<file path="config.mk">
export PLATFORM = sky130hd
export DESIGN_NAME = branch_resolve_ctrl
export DESIGN_NICKNAME = d
export VERILOG_FILES = /design/src/rtl/branch_pkg.sv /design/src/rtl/branch_cmp.sv /design/src/rtl/branch_resolve_ctrl.sv
export SDC_FILE = /design/constraint.sdc
export NUM_CORES = 1
export LEC_CHECK = 0
export ABC_AREA = 1
export BUFFER_PORTS_ARGS = -buffer_cell sky130_fd_sc_hd__buf_2
export CAP_MARGIN = 20
export CELL_PAD_IN_SITES_DETAIL_PLACEMENT = 1
export CELL_PAD_IN_SITES_GLOBAL_PLACEMENT = 1
export CORE_MARGIN = 3
export CORE_UTILIZATION = 25
export CTS_CLUSTER_DIAMETER = 30
export CTS_CLUSTER_SIZE = 8
export DETAILED_ROUTE_END_ITERATION = 8
export PLACE_DENSITY_LB_ADDON = 0.12
export SLEW_MARGIN = 40
export SYNTH_ARGS = -nofsm -noshare
export SYNTH_HDL_FRONTEND = slang
export SYNTH_SLANG_ARGS = --single-unit
</file>
<file path="constraint.sdc">
create_clock -name clk -period 3.29 [get_ports clk]
set_clock_uncertainty 0.1 [all_clocks]
set_input_delay 0.658 -clock clk [delete_from_list [all_inputs] [get_ports clk]]
set_output_delay 0.658 -clock clk [all_outputs]
set_load 0.1 [all_outputs]
</file>
<file path="src/rtl/branch_pkg.sv">
// Shared definitions for the branch resolution controller: condition codes,
// controller state encoding and the branch-history counter reset value.
// Imported by branch_cmp and branch_resolve_ctrl.
package branch_pkg;

    // Branch condition codes carried in funct3
    localparam logic [2:0] F3_BEQ  = 3'b000;
    localparam logic [2:0] F3_BNE  = 3'b001;
    localparam logic [2:0] F3_BLT  = 3'b100;
    localparam logic [2:0] F3_BGE  = 3'b101;
    localparam logic [2:0] F3_BLTU = 3'b110;
    localparam logic [2:0] F3_BGEU = 3'b111;

    // History counters start weakly not-taken
    localparam logic [1:0] BHT_RESET = 2'b01;

    typedef enum logic [1:0] {
        IDLE     = 2'b00,
        EVAL     = 2'b01,
        REDIRECT = 2'b10
    } state_t;

endpackage

</file>
<file path="src/rtl/branch_cmp.sv">
// Branch condition evaluator: operands + funct3 -> taken.
// Latency: purely combinational.
// Backpressure: none.
// Ports: rs1_d/rs2_d operands, funct3 condition code, taken outcome.
import branch_pkg::*;

module branch_cmp (
    input  logic [31:0] rs1_d,
    input  logic [31:0] rs2_d,
    input  logic [2:0]  funct3,
    output logic        taken
);

    always_comb begin
        taken = 1'b0;
        case (funct3)
            F3_BEQ:  taken = (rs1_d == rs2_d);
            F3_BNE:  taken = (rs1_d != rs2_d);
            F3_BLT:  taken = ($signed(rs1_d) <  $signed(rs2_d));
            F3_BGE:  taken = ($signed(rs1_d) >= $signed(rs2_d));
            F3_BLTU: taken = (rs1_d <  rs2_d);
            F3_BGEU: taken = (rs1_d >= rs2_d);
            default: taken = 1'b0;   // 010/011 are not branch conditions
        endcase
    end

endmodule

</file>
<file path="src/rtl/branch_resolve_ctrl.sv">
// Branch resolution controller: evaluates one branch at a time, reports the
// outcome, and issues a fetch redirect on mispredict.
// Latency: resolve_valid one cycle after acceptance; redirect follows in the next cycle.
// Backpressure: req_ready only in IDLE; redirect held until redirect_ready; flush aborts.
// Ports: clk/rst (async active-low); req_* branch request (valid/ready);
//   resolve_* + exc_misalign outcome pulse; redirect_* fetch redirect (valid/ready);
//   pred_pc -> pred_taken fetch-side prediction lookup; mispredict_cnt saturating count.
// Build option: define BRANCH_PREDICT_EN to include the 2-bit counter history table;
//   otherwise pred_taken is tied low.
import branch_pkg::*;

module branch_resolve_ctrl #(
    parameter int BHT_IDX_W = 4
) (
    input  logic        clk,
    input  logic        rst,
    input  logic        req_valid,
    output logic        req_ready,
    input  logic [31:0] req_pc,
    input  logic [31:0] req_imm,
    input  logic [2:0]  req_funct3,
    input  logic [31:0] req_rs1_d,
    input  logic [31:0] req_rs2_d,
    input  logic        req_pred_taken,
    input  logic        flush,
    output logic        resolve_valid,
    output logic        resolve_taken,
    output logic [31:0] resolve_target,
    output logic        exc_misalign,
    output logic        redirect_valid,
    input  logic        redirect_ready,
    output logic [31:0] redirect_pc,
    input  logic [31:0] pred_pc,
    output logic        pred_taken,
    output logic [15:0] mispredict_cnt
);

    state_t      state, state_nx;

    logic [31:0] pc_q, imm_q, rs1_q, rs2_q;
    logic [2:0]  funct3_q;
    logic        pred_q;

    logic        taken;
    logic [31:0] target, fallthrough;
    logic        misalign, mispredict;
    logic        accept, redir_load, redir_done;
    logic [31:0] redirect_pc_q;
    logic [15:0] cnt_q;

    branch_cmp u_cmp (
        .rs1_d  (rs1_q),
        .rs2_d  (rs2_q),
        .funct3 (funct3_q),
        .taken  (taken)
    );

    assign target      = pc_q + imm_q;
    assign fallthrough = pc_q + 32'd4;
    assign misalign    = taken && (target[1:0] != 2'b00);
    // A misaligned taken branch raises an exception instead of redirecting
    assign mispredict  = (taken != pred_q) && !misalign;

    always_comb begin
        state_nx       = state;
        req_ready      = 1'b0;
        resolve_valid  = 1'b0;
        redirect_valid = 1'b0;
        accept         = 1'b0;
        redir_load     = 1'b0;
        redir_done     = 1'b0;
        case (state)
            IDLE: begin
                // A flush in IDLE has nothing to abort but still blocks acceptance
                req_ready = !flush;
                if (req_valid && !flush) begin
                    accept   = 1'b1;
                    state_nx = EVAL;
                end
            end
            EVAL: begin
                if (flush) begin
                    state_nx = IDLE;
                end else begin
                    resolve_valid = 1'b1;
                    if (mispredict) begin
                        redir_load = 1'b1;
                        state_nx   = REDIRECT;
                    end else begin
                        state_nx   = IDLE;
                    end
                end
            end
            REDIRECT: begin
                // Flush wins over a same-cycle redirect_ready
                if (flush) begin
                    state_nx = IDLE;
                end else begin
                    redirect_valid = 1'b1;
                    if (redirect_ready) begin
                        redir_done = 1'b1;
                        state_nx   = IDLE;
                    end
                end
            end
            default: state_nx = IDLE;
        endcase
    end

    always_ff @(posedge clk or negedge rst) begin
        if (!rst) begin
            state         <= IDLE;
            pc_q          <= '0;
            imm_q         <= '0;
            rs1_q         <= '0;
            rs2_q         <= '0;
            funct3_q      <= '0;
            pred_q        <= 1'b0;
            redirect_pc_q <= '0;
            cnt_q         <= '0;
        end else begin
            state <= state_nx;
            if (accept) begin
                pc_q     <= req_pc;
                imm_q    <= req_imm;
                rs1_q    <= req_rs1_d;
                rs2_q    <= req_rs2_d;
                funct3_q <= req_funct3;
                pred_q   <= req_pred_taken;
            end
            if (redir_load) begin
                redirect_pc_q <= taken ? target : fallthrough;
            end
            if (redir_done && (cnt_q != 16'hFFFF)) begin
                cnt_q <= cnt_q + 16'd1;
            end
        end
    end

    // Outcome flags are qualified so they read zero outside the resolve pulse;
    // the target reads zero after reset because the captured fields are cleared.
    assign resolve_taken  = resolve_valid & taken;
    assign exc_misalign   = resolve_valid & misalign;
    assign resolve_target = target;
    assign redirect_pc    = redirect_pc_q;
    assign mispredict_cnt = cnt_q;

`ifdef BRANCH_PREDICT_EN
    localparam int BHT_N = 1 << BHT_IDX_W;

    logic [1:0]           bht [BHT_N];
    logic [BHT_IDX_W-1:0] upd_idx, look_idx;

    assign upd_idx  = pc_q[BHT_IDX_W+1:2];
    assign look_idx = pred_pc[BHT_IDX_W+1:2];

    // Lookup reads the array register, so a same-cycle update is not visible yet
    assign pred_taken = bht[look_idx][1];

    always_ff @(posedge clk or negedge rst) begin
        if (!rst) begin
            for (int i = 0; i < BHT_N; i++) begin
                bht[i] <= BHT_RESET;
            end
        end else if (resolve_valid) begin
            if (taken && (bht[upd_idx] != 2'b11)) begin
                bht[upd_idx] <= bht[upd_idx] + 2'd1;
            end else if (!taken && (bht[upd_idx] != 2'b00)) begin
                bht[upd_idx] <= bht[upd_idx] - 2'd1;
            end
        end
    end
`else
    assign pred_taken = 1'b0;
`endif

    // Address bits outside the table index are intentionally ignored
    logic unused_bits;
    assign unused_bits = ^pred_pc;

endmodule

</file>
==> results of run 1 <==
[what timing repair did]
item | 4_1_cts | 5_1_grt
pin swaps | 89 | 109
endpoints found under the setup margin | 62 | 62
gates resized for setup | 224 | 142
setup buffers | 43 | 40
[path summary, 6_finish.rpt]
| kind | startpoint | slack (ns) | endpoint |
|---|---|---|---|
| worst max-delay path | rs1_q[25] | -0.19 | exc_misalign |
| worst min-delay path | rst | 0.11 | redirect_pc[29] |
| worst max register to register | rs1_q[25] | 0.24 | redirect_pc[18] |
| worst min register to register | redirect_pc[16] | 0.37 | redirect_pc[16] |
| max in group asynchronous | rst | 2.25 | rs1_q[20] |
| min in group clk | req_rs1_d[19] | 0.27 | rs1_q[19] |
[flip-flops by register name, indices dropped and copies added, names as in the netlist]
register / count
funct3_q: 3
redirect_pc: 32
imm_q: 32
pc_q: 32
pred_q: 1
rs2_q: 32
state: 2
mispredict_cnt: 16
rs1_q: 32
[cells by family (layout without fill, tap and decap cells)]
family,after synthesis,after routing,share of synthesized area
simple gates,807,807,0.305
buf+inv,159,526,0.0604
xor+xnor,72,72,0.0588
flops,182,182,0.424
compound gates,144,144,0.0730
other cells,1,4,0.000349
fa+ha+maj,66,66,0.0776
[per-stage QoR]
step	TNS (ns)	cells	hold slack, ns	utilization	power [W]
2_1_floorplan	-1.45	1431	0.262	-	0.00942
3_3_place_gp	-0.0258	2228	0.354	0.328	0.0124
3_5_place_dp	-0.0630	2228	0.355	0.328	0.0125
6_report	-0.975	2340	0.114	0.394	0.0164
4_1_cts	-2.09	2300	0.0969	0.372	0.0158
5_1_grt	-3.81	2339	0.138	0.394	0.0174
[layout make-up]
cell class | instances | share of cell area
Multi-Input combinational cell | 1090 | 0.446
Antenna cell | 3 | 0.000452
Inverter | 112 | 0.0255
Sequential cell | 182 | 0.275
Clock buffer | 17 | 0.0256
Clock inverter | 15 | 0.00980
Timing Repair Buffer | 382 | 0.177
Tap cell | 539 | 0.0406
[cells in the final DEF (no fill, tap or decap), types with 13 or more instances in the layout]
cell type | synthesis | final
inv_2 | 1 | 17
a21oi_2 | 0 | 15
buf_6 | 3 | 22
ha_1 | 65 | 30
dfrtp_1 | 182 | 170
buf_4 | 5 | 132
buf_2 | 8 | 190
inv_1 | 111 | 94
a21oi_1 | 51 | 19
nand2_2 | 1 | 43
nand2_4 | 1 | 22
buf_12 | 0 | 36
clkbuf_16 | 0 | 17
nand4_1 | 13 | 13
xor2_1 | 48 | 29
nand3_1 | 100 | 86
xor2_4 | 0 | 16
nor2_1 | 67 | 42
ha_4 | 0 | 34
o21ai_0 | 69 | 53
nand2_1 | 589 | 526
xnor2_1 | 24 | 18
nor2_2 | 2 | 15
a21oi_4 | 1 | 18
[critical path: cells and delay by family, from the launching register on]
kind,cells,cell delay (ns)
AOI/OAI and AO/OA,2,0.34
and+or+nand+nor,9,0.97
DFF,1,0.42
buffers and inverters,2,0.24
adders and majority gates,1,0.28
[routing by layer]
layer  share of wire  vias to the layer above
li1                -                     5290
met3           0.035                       45
met4           0.014                       14
met2            0.44                      131
met5          0.0022                        -
met1            0.51                     4988
[where the power goes]
group / total, W / switching [W] / internal, W
Clock: 0.00212 / 0.00104 / 0.00107
Sequential: 0.00317 / 0.000409 / 0.00276
Combinational: 0.0111 / 0.00730 / 0.00382
Total: 0.0164 / 0.00875 / 0.00766
==> qor.csv, run 1 <==
metric,value,unit
layout cell share with drive strength beyond 1,0.381,
initial drt markers,398,
Critical Path RT,2.53,ns
unrepaired setup endpoints after global routing,yes,
final setup fails,13,
fill count,4945,
Core ar.,0.0421,mm^2
Synth area leader,dfrtp_1,
Peak Freq,287,MHz
HPWL after DPL,31200,um
worst min path class,primary input to async pin,
Starting Density,0.255,
hold_buf cts,0,
#FFs+latches synth,182,
first-pass GRT wire length,62800,um
failing checks,setup timing,
ranking of synthesized cells by area,"dfrtp_1 42%, nand2_1 21%, ha_1 7.6%, nand3_1 4.7%, xor2_1 3.9%",
initial antenna violation count,11,
measured slew at the worst slew-check pin,0.700,ns
"slowest stage delay, CP",0.42,ns
pin count of the biggest net entering global routing,72,
CTS tree,built,
die width,213,um
vias in the first global route,11095,
Yosys top cell area share,0.424,
Max clock buf depth,2,
Leakage,8.32,nW
Post-Place Worst Slack,-0.0434,ns
Pre-Repair DR Iteration Count,4,
VDD IR max,0.492,mV
max-cap violations,0,
GR Util met3,0.0400,
share of the cycle needed by the critical path after routing,1.06,
CP Class,register to output port,
htree depth,4,
Area growth syn-to-layout,54.6,%
Final Hold Viols,0,
Most Crowded Layer GR,met2,
Register Area,0.00457,mm^2
gp weighted congestion,0.818,
"Arr. time, crit path",2.72,ns
"count leader, synth",nand2_1,
Rows,75,
run status,"complete, but fails checks",
"EDFF count, synth",0,
met2 Usage GRT,0.268,
Post-Route WL,41100,um
yosys warns,0,
Startpoint Class,register,
synth cell count leaders,"589 x nand2_1, 182 x dfrtp_1, 111 x inv_1, 100 x nand3_1, 69 x o21ai_0",
Multi-input gate area,0.00740,mm^2
total congestion overflow,0,
grt met1 use,0.264,
Worst R2R Path Depth,17,
Layout Cell Area excl Fill,0.0166,mm^2
Post-route DRC,0,
Die Area,0.0454,mm^2
asr flop ratio synth,1.00,
via count,10468,
synthesized area,0.0107,mm^2
Clock Root Buffer,clkbuf_16,
CP Max Fanout,4,
number of port buffers,221,
vias per std cell,4.47,
Ports,255,
CTS sink count,182,
CP max stage cell,dfrtp_1,
DR WL/cell,17.6,um
"Slew Viols, Final",0,
Final nets,2020,
sequential share of the synthesized area,0.424,
final setup margin,-0.191,ns
clock-pin slew on the worst setup and hold paths,0.08,ns
crit path cell chain,ha_4 > nand2_1 > nor2_4 > nand2_4 > nor3b_4 > nand2_2 > o21ai_2 > inv_2 > nand2_2 > nor2_4 > nand3_4 > nand2_4 > a21oi_4 > buf_12,
clk_lat worst skew,0.48,ns
syn avg cell area,7.50,um^2
GRT Util Overall,0.181,
final period demand of the worst path,3.48,ns
"Primary FF master, synth",dfrtp_1,
pwr dens,989,mW/mm^2
endpoint class of the critical path,output port,
Syn Inst Count,1431,
area of placed instances,0.0138,mm^2
Yosys cell types,40,
Routed Antenna Nets,0,
syn nets,1666,
Worst slew margin,0.533,
die height,213,um
Num CTS Buffers,17,
(Power assumes the default switching activity.)
==> run 2, diff against run 1 <==
--- a/config.mk
+++ b/config.mk
@@ -5,7 +5,6 @@
 export SDC_FILE = /design/constraint.sdc
 export NUM_CORES = 1
 export LEC_CHECK = 0
-export ABC_AREA = 1
 export BUFFER_PORTS_ARGS = -buffer_cell sky130_fd_sc_hd__buf_2
 export CAP_MARGIN = 20
 export CELL_PAD_IN_SITES_DETAIL_PLACEMENT = 1
@@ -15,6 +14,7 @@
 export CTS_CLUSTER_DIAMETER = 30
 export CTS_CLUSTER_SIZE = 8
 export DETAILED_ROUTE_END_ITERATION = 8
+export HOLD_SLACK_MARGIN = 0.03
 export PLACE_DENSITY_LB_ADDON = 0.12
 export SLEW_MARGIN = 40
 export SYNTH_ARGS = -nofsm -noshare
==> run 2 against run 1 <==
- the flow still finishes with violations (setup timing)
- critical path depth fell by 2
- sequential share of layout area rose by 0.81 points
- combinational power up 15%
- sequential cell count unchanged
- routed wire length shrank 17%
- die area decreased by 3.8%
- critical path type unchanged
- worst hold slack got worse by 0.032 ns
- highest routed layer unchanged
==> qor.csv, run 2 <==
metric,value,unit,change
Leakage,7.26,nW,-13%
Post-route DRC,0,,unchanged
die width,209,um,-1.9%
via count,8726,,-17%
clock-pin slew on the worst setup and hold paths,0.07,ns,about the same
pwr dens,1130,mW/mm^2,+14%
most frequent cells in the layout,"191 x buf_2, 181 x dfrtp_1, 148 x buf_4",,
Post-Route WL,34000,um,-17%
max-cap violations,0,,unchanged
VDD IR max,0.679,mV,+38%
#FFs+latches synth,182,,unchanged
Worst R2R Path Depth,15,,-2
Crit path buffers/inverters,2,,unchanged
Critical Path Most Common Cell,o21ai_4,,
Critical Path RT,2.53,ns,about the same
RR Endpoint,redirect_pc[23],,
endpoint class of the critical path,output port,,
CP Max Fanout,3,,-1
"Arr. time, crit path",3.14,ns,+0.42 ns
Final nets,1606,,-20%
total internal power,0.00901,W,+18%
Final Hold Viols,0,,unchanged
layout cell share with drive strength beyond 1,0.517,,+0.136
unrepaired setup endpoints after global routing,yes,,
DR WL/cell,17.8,um,+1.2%
Clk network pwr share,0.122,,-0.007
CP max stage cell,dfrtp_1,,
Syn Inst Count,973,,-32%
htree depth,4,,unchanged
clk_lat worst skew,0.46,ns,-0.02 ns
gp weighted congestion,0.745,,-8.9%
Area growth syn-to-layout,55.8,%,
Rows,73,,-2.7%
Max clock buf depth,2,,unchanged
CP top delay family,compound AO/OA/AOI/OAI gates,,
"EDFF count, synth",0,,unchanged
vias in the first global route,9555,,-14%
Inst Count DP,1833,,-18%
ranking of synthesized cells by area,"dfrtp_1 44%, mux2_2 14%, ha_1 7.9%, xnor2_1 3.5%, mux2i_1 3.1%",,
reg2reg start,rs1_q[5],,
failing checks,setup timing,,
Die Area,0.0437,mm^2,-3.8%
"slowest stage delay, CP",0.37,ns,-0.05 ns
P_sw,0.00916,W,+4.6%
"most common cell after layout, fill and taps aside",buf_2,,
total congestion overflow,0,,unchanged
run status,"complete, but fails checks",,
crit path cell chain,ha_2 > inv_2 > fa_2 > nand2b_4 > a21oi_4 > o21ai_4 > o21ai_4 > nand4_1 > a211oi_2 > nor2_2 > o311ai_4 > buf_12,,
synth cell count leaders,"182 x dfrtp_1, 125 x mux2_2, 81 x nand2_1, 69 x inv_1, 65 x ha_1",,
number of port buffers,221,,unchanged
asr flop ratio synth,1.00,,unchanged
final setup margin,-0.606,ns,-0.415 ns
die height,209,um,-1.9%
pin count of the biggest net entering global routing,120,,+67%
Num CTS Buffers,17,,unchanged
Sw Share,0.504,,-0.0294
Yosys cell types,64,,+60%
Starting Density,0.256,,+0.00141
initial antenna violation count,13,,+2
vias per std cell,4.57,,+2.1%
initial drt markers,201,,-49%
Pre-Repair DR Iteration Count,4,,unchanged
yosys warns,0,,unchanged
sequential share of the synthesized area,0.441,,+0.0171
Core ar.,0.0403,mm^2,-4.4%
measured slew at the worst slew-check pin,0.651,ns,-0.0493 ns
syn avg cell area,10.6,um^2,+41%
power share of the sequential group,0.176,,-0.017
HPWL after DPL,25100,um,-19%
worst min path class,primary input to async pin,,
syn nets,1208,,-27%
share of the cycle needed by the critical path after routing,1.18,,+0.126
Comb power frac,0.703,,+0.025
final setup fails,57,,+44
CP Class,register to output port,,
Peak Freq,257,MHz,-11%
hold_buf cts,0,,unchanged
"Primary FF master, synth",dfrtp_1,,
final period demand of the worst path,3.90,ns,+0.415 ns
internal reg-to-reg setup slack,-0.26,ns,-0.50 ns
Ports,255,,unchanged
Non-Filler Instances,1911,,-18%
"Slew Viols, Final",0,,unchanged
synthesized area,0.0103,mm^2,-3.9%
"count leader, synth",dfrtp_1,,
Clock Root Buffer,clkbuf_16,,
first-pass GRT wire length,53600,um,-15%
CTS sink count,182,,unchanged
Startpoint Class,register,,
CTS tree,built,,
GRT Util Overall,0.157,,-0.0244
Routed Antenna Nets,0,,unchanged
fill count,4397,,-11%
Synth area leader,dfrtp_1,,
Final Util,0.399,,+0.00517
Worst slew margin,0.566,,+0.0329
Yosys top cell area share,0.441,,+0.0171
==> run 2: cell types whose count changed in the layout (fill, tap and decap cells not counted), moves of 13 or more <==
cell and delta:
nand2_4 -18, mux2i_1 +30, and3_1 +13, nor2_2 -13
mux2_2 +105, a21oi_4 -14, buf_4 +16, xor2_1 -13
nand2_1 -449, inv_1 -37, nand2_2 -43, nand3_1 -56
mux2_4 +20
==> run 2: cell families (layout without fill, tap and decap cells) <==
| group | count (synthesis) | count (layout) | synth area share |
|---|---|---|---|
| xor+xnor | 66 | 66 | 0.0560 |
| simple gates | 233 | 233 | 0.110 |
| flops | 182 | 182 | 0.441 |
| compound gates | 166 | 166 | 0.101 |
| buf+inv | 102 | 512 | 0.0428 |
| mux | 157 | 157 | 0.167 |
| other cells | 1 | 4 | 0.000364 |
| fa+ha+maj | 66 | 66 | 0.0808 |
==> run 2: timing repair <==
item	4_1_cts	5_1_grt
gates resized for setup	138	64
buffers inserted	33	19
gates cloned	3	0
endpoints found under the hold margin	0	0
setup endpoints to repair	62	61
pin swaps	64	52
==> run 2: per-layer routing <==
layer  up-vias  routed length, um  global-route usage
li1       4238                  -                   -
met1      4297              14900               0.194
met2       137              17000               0.268
met3        34               1710              0.0500
met4        20                289              0.0319
met5         -                149                   0
==> run 2: worst register-to-register path, cell delays in order (launching register included) <==
cell and delay (ns):
dfrtp_1 0.41, ha_4 0.28, buf_4 0.09, nand4_1 0.14, a2111oi_2 0.37, o31a_1 0.33
buf_6 0.15, nor4_4 0.04, nor3_4 0.22, o21a_4 0.19, buf_6 0.10, buf_6 0.11
mux2i_4 0.29, buf_6 0.16, buf_12 0.15, mux2_4 0.32
==> run 2: how the worst max path moves through the flow <==
stage / start / to / cells after the start
CTS: pc_q[0] / resolve_target[30] / 12
global placement: rs1_q[5] / exc_misalign / 10
global route: pc_q[0] / resolve_target[30] / 12
finish: pc_q[0] / resolve_target[30] / 12
detailed placement: rs1_q[5] / exc_misalign / 10
floorplan: pc_q[0] / resolve_target[30] / 11
==> run 2: layout make-up <==
class / instances / area (um^2) / share of cell area
Multi-Input combinational cell: 689 / 6740 / 0.419
Sequential cell: 182 / 4560 / 0.284
Timing Repair Buffer: 412 / 3240 / 0.202
Tap cell: 525 / 657 / 0.0409
Clock buffer: 19 / 443 / 0.0276
Inverter: 69 / 262 / 0.0163
Clock inverter: 12 / 168 / 0.0104
Antenna cell: 3 / 7.51 / 0.000467
==> run 2: per-stage QoR <==
step	hold WS [ns]	area [um^2]	total power, W	worst slack, ns	TNS (ns)
after floorplan	0.262	11000	0.0111	-0.388	-1.25
after global routing	0.107	16100	0.0191	-0.776	-26.40
after global placement	0.390	14100	0.0146	-0.310	-8.67
after detailed placement	0.395	14100	0.0147	-0.318	-9.48
final	0.0820	16100	0.0182	-0.606	-14.05
after CTS	0.104	15700	0.0180	-0.691	-17.00
==> run 2: power groups by stage <==
stage | Clock [W] | Combinational, W | Sequential, W
after floorplan | 0 | 0.00649 | 0.00458
after global placement | 0 | 0.0114 | 0.00319
after detailed placement | 0 | 0.0115 | 0.00321
after CTS | 0.00231 | 0.0125 | 0.00320
after global routing | 0.00239 | 0.0135 | 0.00328
final | 0.00221 | 0.0128 | 0.00319
==> run 3, diff against run 2 <==
--- a/config.mk
+++ b/config.mk
@@ -9,6 +9,7 @@
 export CAP_MARGIN = 20
 export CELL_PAD_IN_SITES_DETAIL_PLACEMENT = 1
 export CELL_PAD_IN_SITES_GLOBAL_PLACEMENT = 1
+export CORE_ASPECT_RATIO = 0.8
 export CORE_MARGIN = 3
 export CORE_UTILIZATION = 25
 export CTS_CLUSTER_DIAMETER = 30
==> run 3 against run 2 <==
- the run still ends with setup timing left
- largest cell class unchanged
- via count down 0.55%
- sequential share of layout area down 0.28 points
- worst hold slack worse by 0.012 ns
- clock power down 4%
- combinational power about the same
- final area up 1.0%
- die area about the same
- critical path depth unchanged
==> qor.csv, run 3 (synthesis gave the netlist of run 2 again) <==
metric,value,unit,change
reg2reg start,rs2_q[11],,
clk_lat worst skew,0.46,ns,about the same
failing checks,setup timing,,
pin count of the biggest net entering global routing,111,,-7.5%
final period demand of the worst path,3.95,ns,+0.0543 ns
"Arr. time, crit path",3.19,ns,+0.05 ns
total congestion overflow,0,,unchanged
measured slew at the worst slew-check pin,0.631,ns,-0.0199 ns
final setup margin,-0.660,ns,-0.0543 ns
vias per std cell,4.49,,-1.6%
Area growth syn-to-layout,57.3,%,
CP Max Fanout,2,,-1
CTS sink count,182,,unchanged
hold_buf cts,0,,unchanged
clock-pin slew on the worst setup and hold paths,0.08,ns,about the same
Sw Share,0.506,,+0.00165
Comb power frac,0.712,,+0.009
die width,233,um,+11%
Leakage,7.33,nW,+1.0%
CP max stage cell,dfrtp_1,,
vias in the first global route,9382,,-1.8%
Post-Route WL,34400,um,+1.3%
most frequent cells in the layout,"189 x buf_2, 181 x dfrtp_1, 150 x buf_4",,
Clk network pwr share,0.115,,-0.007
Critical Path Start,pc_q[0],,
Final Util,0.405,,+0.00590
initial antenna violation count,5,,-8
Final nets,1618,,+0.75%
TNS Setup,-23.92,ns,-9.87 ns
die height,188,um,-10%
Inst Count DP,1848,,+0.82%
Critical Path Most Common Cell,o21ai_4,,
GRT Util Overall,0.159,,+0.00241
CP top delay family,compound AO/OA/AOI/OAI gates,,
unrepaired setup endpoints after global routing,yes,,
Peak Freq,253,MHz,-1.4%
ANT cells,0,,-3
worst min path class,primary input to async pin,,
Worst R2R Path Depth,20,,+5
max-cap violations,0,,unchanged
Routed Antenna Nets,0,,unchanged
crit path cell chain,ha_2 > inv_2 > fa_2 > nand2b_4 > a21oi_4 > o21ai_4 > o21ai_4 > nand4_1 > a211oi_2 > nor2_2 > o311ai_4 > buf_12,,
DR WL/cell,17.8,um,+0.25%
"most common cell after layout, fill and taps aside",buf_2,,
VDD IR max,0.573,mV,-16%
pwr dens,1140,mW/mm^2,+0.60%
gp weighted congestion,0.745,,about the same
Core ar.,0.0401,mm^2,-0.46%
layout cell share with drive strength beyond 1,0.522,,+0.00521
Final Hold Viols,0,,unchanged
P_sw,0.00934,W,+2.0%
RR Endpoint,redirect_pc[10],,
number of port buffers,221,,unchanged
endpoint class of the critical path,output port,,
Max clock buf depth,2,,unchanged
Num CTS Buffers,17,,unchanged
Pre-Repair DR Iteration Count,4,,unchanged
Startpoint Class,register,,
Crit path buffers/inverters,2,,unchanged
via count,8678,,-0.55%
Layout Cell Area excl Fill,0.0162,mm^2,+1.0%
"Slew Viols, Final",0,,unchanged
CTS tree,built,,
Rows,65,,-11%
Clock Root Buffer,clkbuf_16,,
first-pass GRT wire length,53500,um,-0.17%
CP Class,register to output port,,
total internal power,0.00913,W,+1.3%
initial drt markers,293,,+46%
Critical Path RT,2.53,ns,about the same
Ports,255,,unchanged
Non-Filler Instances,1932,,+1.1%
internal reg-to-reg setup slack,-0.46,ns,-0.20 ns
Die Area,0.0438,mm^2,about the same
final setup fails,59,,+3.5%
"slowest stage delay, CP",0.36,ns,about the same
power share of the sequential group,0.173,,-0.003
area of placed instances,0.0142,mm^2,+0.43%
share of the cycle needed by the critical path after routing,1.20,,+0.0165
Worst slew margin,0.579,,+0.0133
run status,"complete, but fails checks",,
Starting Density,0.257,,+0.00118
HPWL after DPL,25800,um,+2.7%
Post-route DRC,0,,unchanged
htree depth,4,,unchanged
## run 3: changes by cell type in the layout (fill, tap and decap cells not counted), sizes merged
cell      delta
clkinv       +1
clkinvlp     -1
buf         +11
clkbuf       +1
inv          +3
bufinv       -2
diode        -3
## run 3: metrics by stage
step / hold WS, ns / setup slack (ns) / power (W)
CTS: 0.0636 / -0.724 / 0.0183
detailed placement: 0.387 / -0.286 / 0.0149
floorplan: 0.262 / -0.388 / 0.0111
global placement: 0.380 / -0.262 / 0.0148
global route: 0.0858 / -0.823 / 0.0195
finish: 0.0700 / -0.660 / 0.0185
## run 3: routing by layer
layer	vias to the layer above	GRT usage	wire [um]
met5	-	0	64
met3	24	0.0465	1960
li1	4251	-	-
met4	10	0.0341	284
met2	133	0.256	16200
met1	4260	0.211	15900
## run 3: what timing repair did
item                                    CTS  global route
setup buffers                            52            23
pin swaps                                67            53
resized for setup                       155            58
cloned                                    1             1
endpoints found under the setup margin   61            63
## run 3: worst max-delay path by stage
stage                                     to  slack, ns  cells past startpoint
after global routing      resolve_target[30]      -0.82                     12
final                     resolve_target[30]      -0.66                     12
after global placement    resolve_target[30]      -0.26                     12
after floorplan           resolve_target[30]      -0.39                     11
after CTS                 resolve_target[30]      -0.72                     12
after detailed placement  resolve_target[30]      -0.29                     12
## run 3: area by class of cell
class	count	area, um^2
fillers	4363	23900
flip-flops and latches	182	4560
inverters	69	262
clock inverters	13	134
repair buffers	424	3400
multi-input cells	689	6770
clock buffers	19	443
well taps	536	671
## run 3: power by group through the flow
stage / Clock, W / Combinational (W) / Sequential [W]
floorplan: 0 / 0.00649 / 0.00458
global placement: 0 / 0.0116 / 0.00319
detailed placement: 0 / 0.0117 / 0.00321
CTS: 0.00221 / 0.0129 / 0.00319
global route: 0.00231 / 0.0139 / 0.00328
finish: 0.00213 / 0.0131 / 0.00320
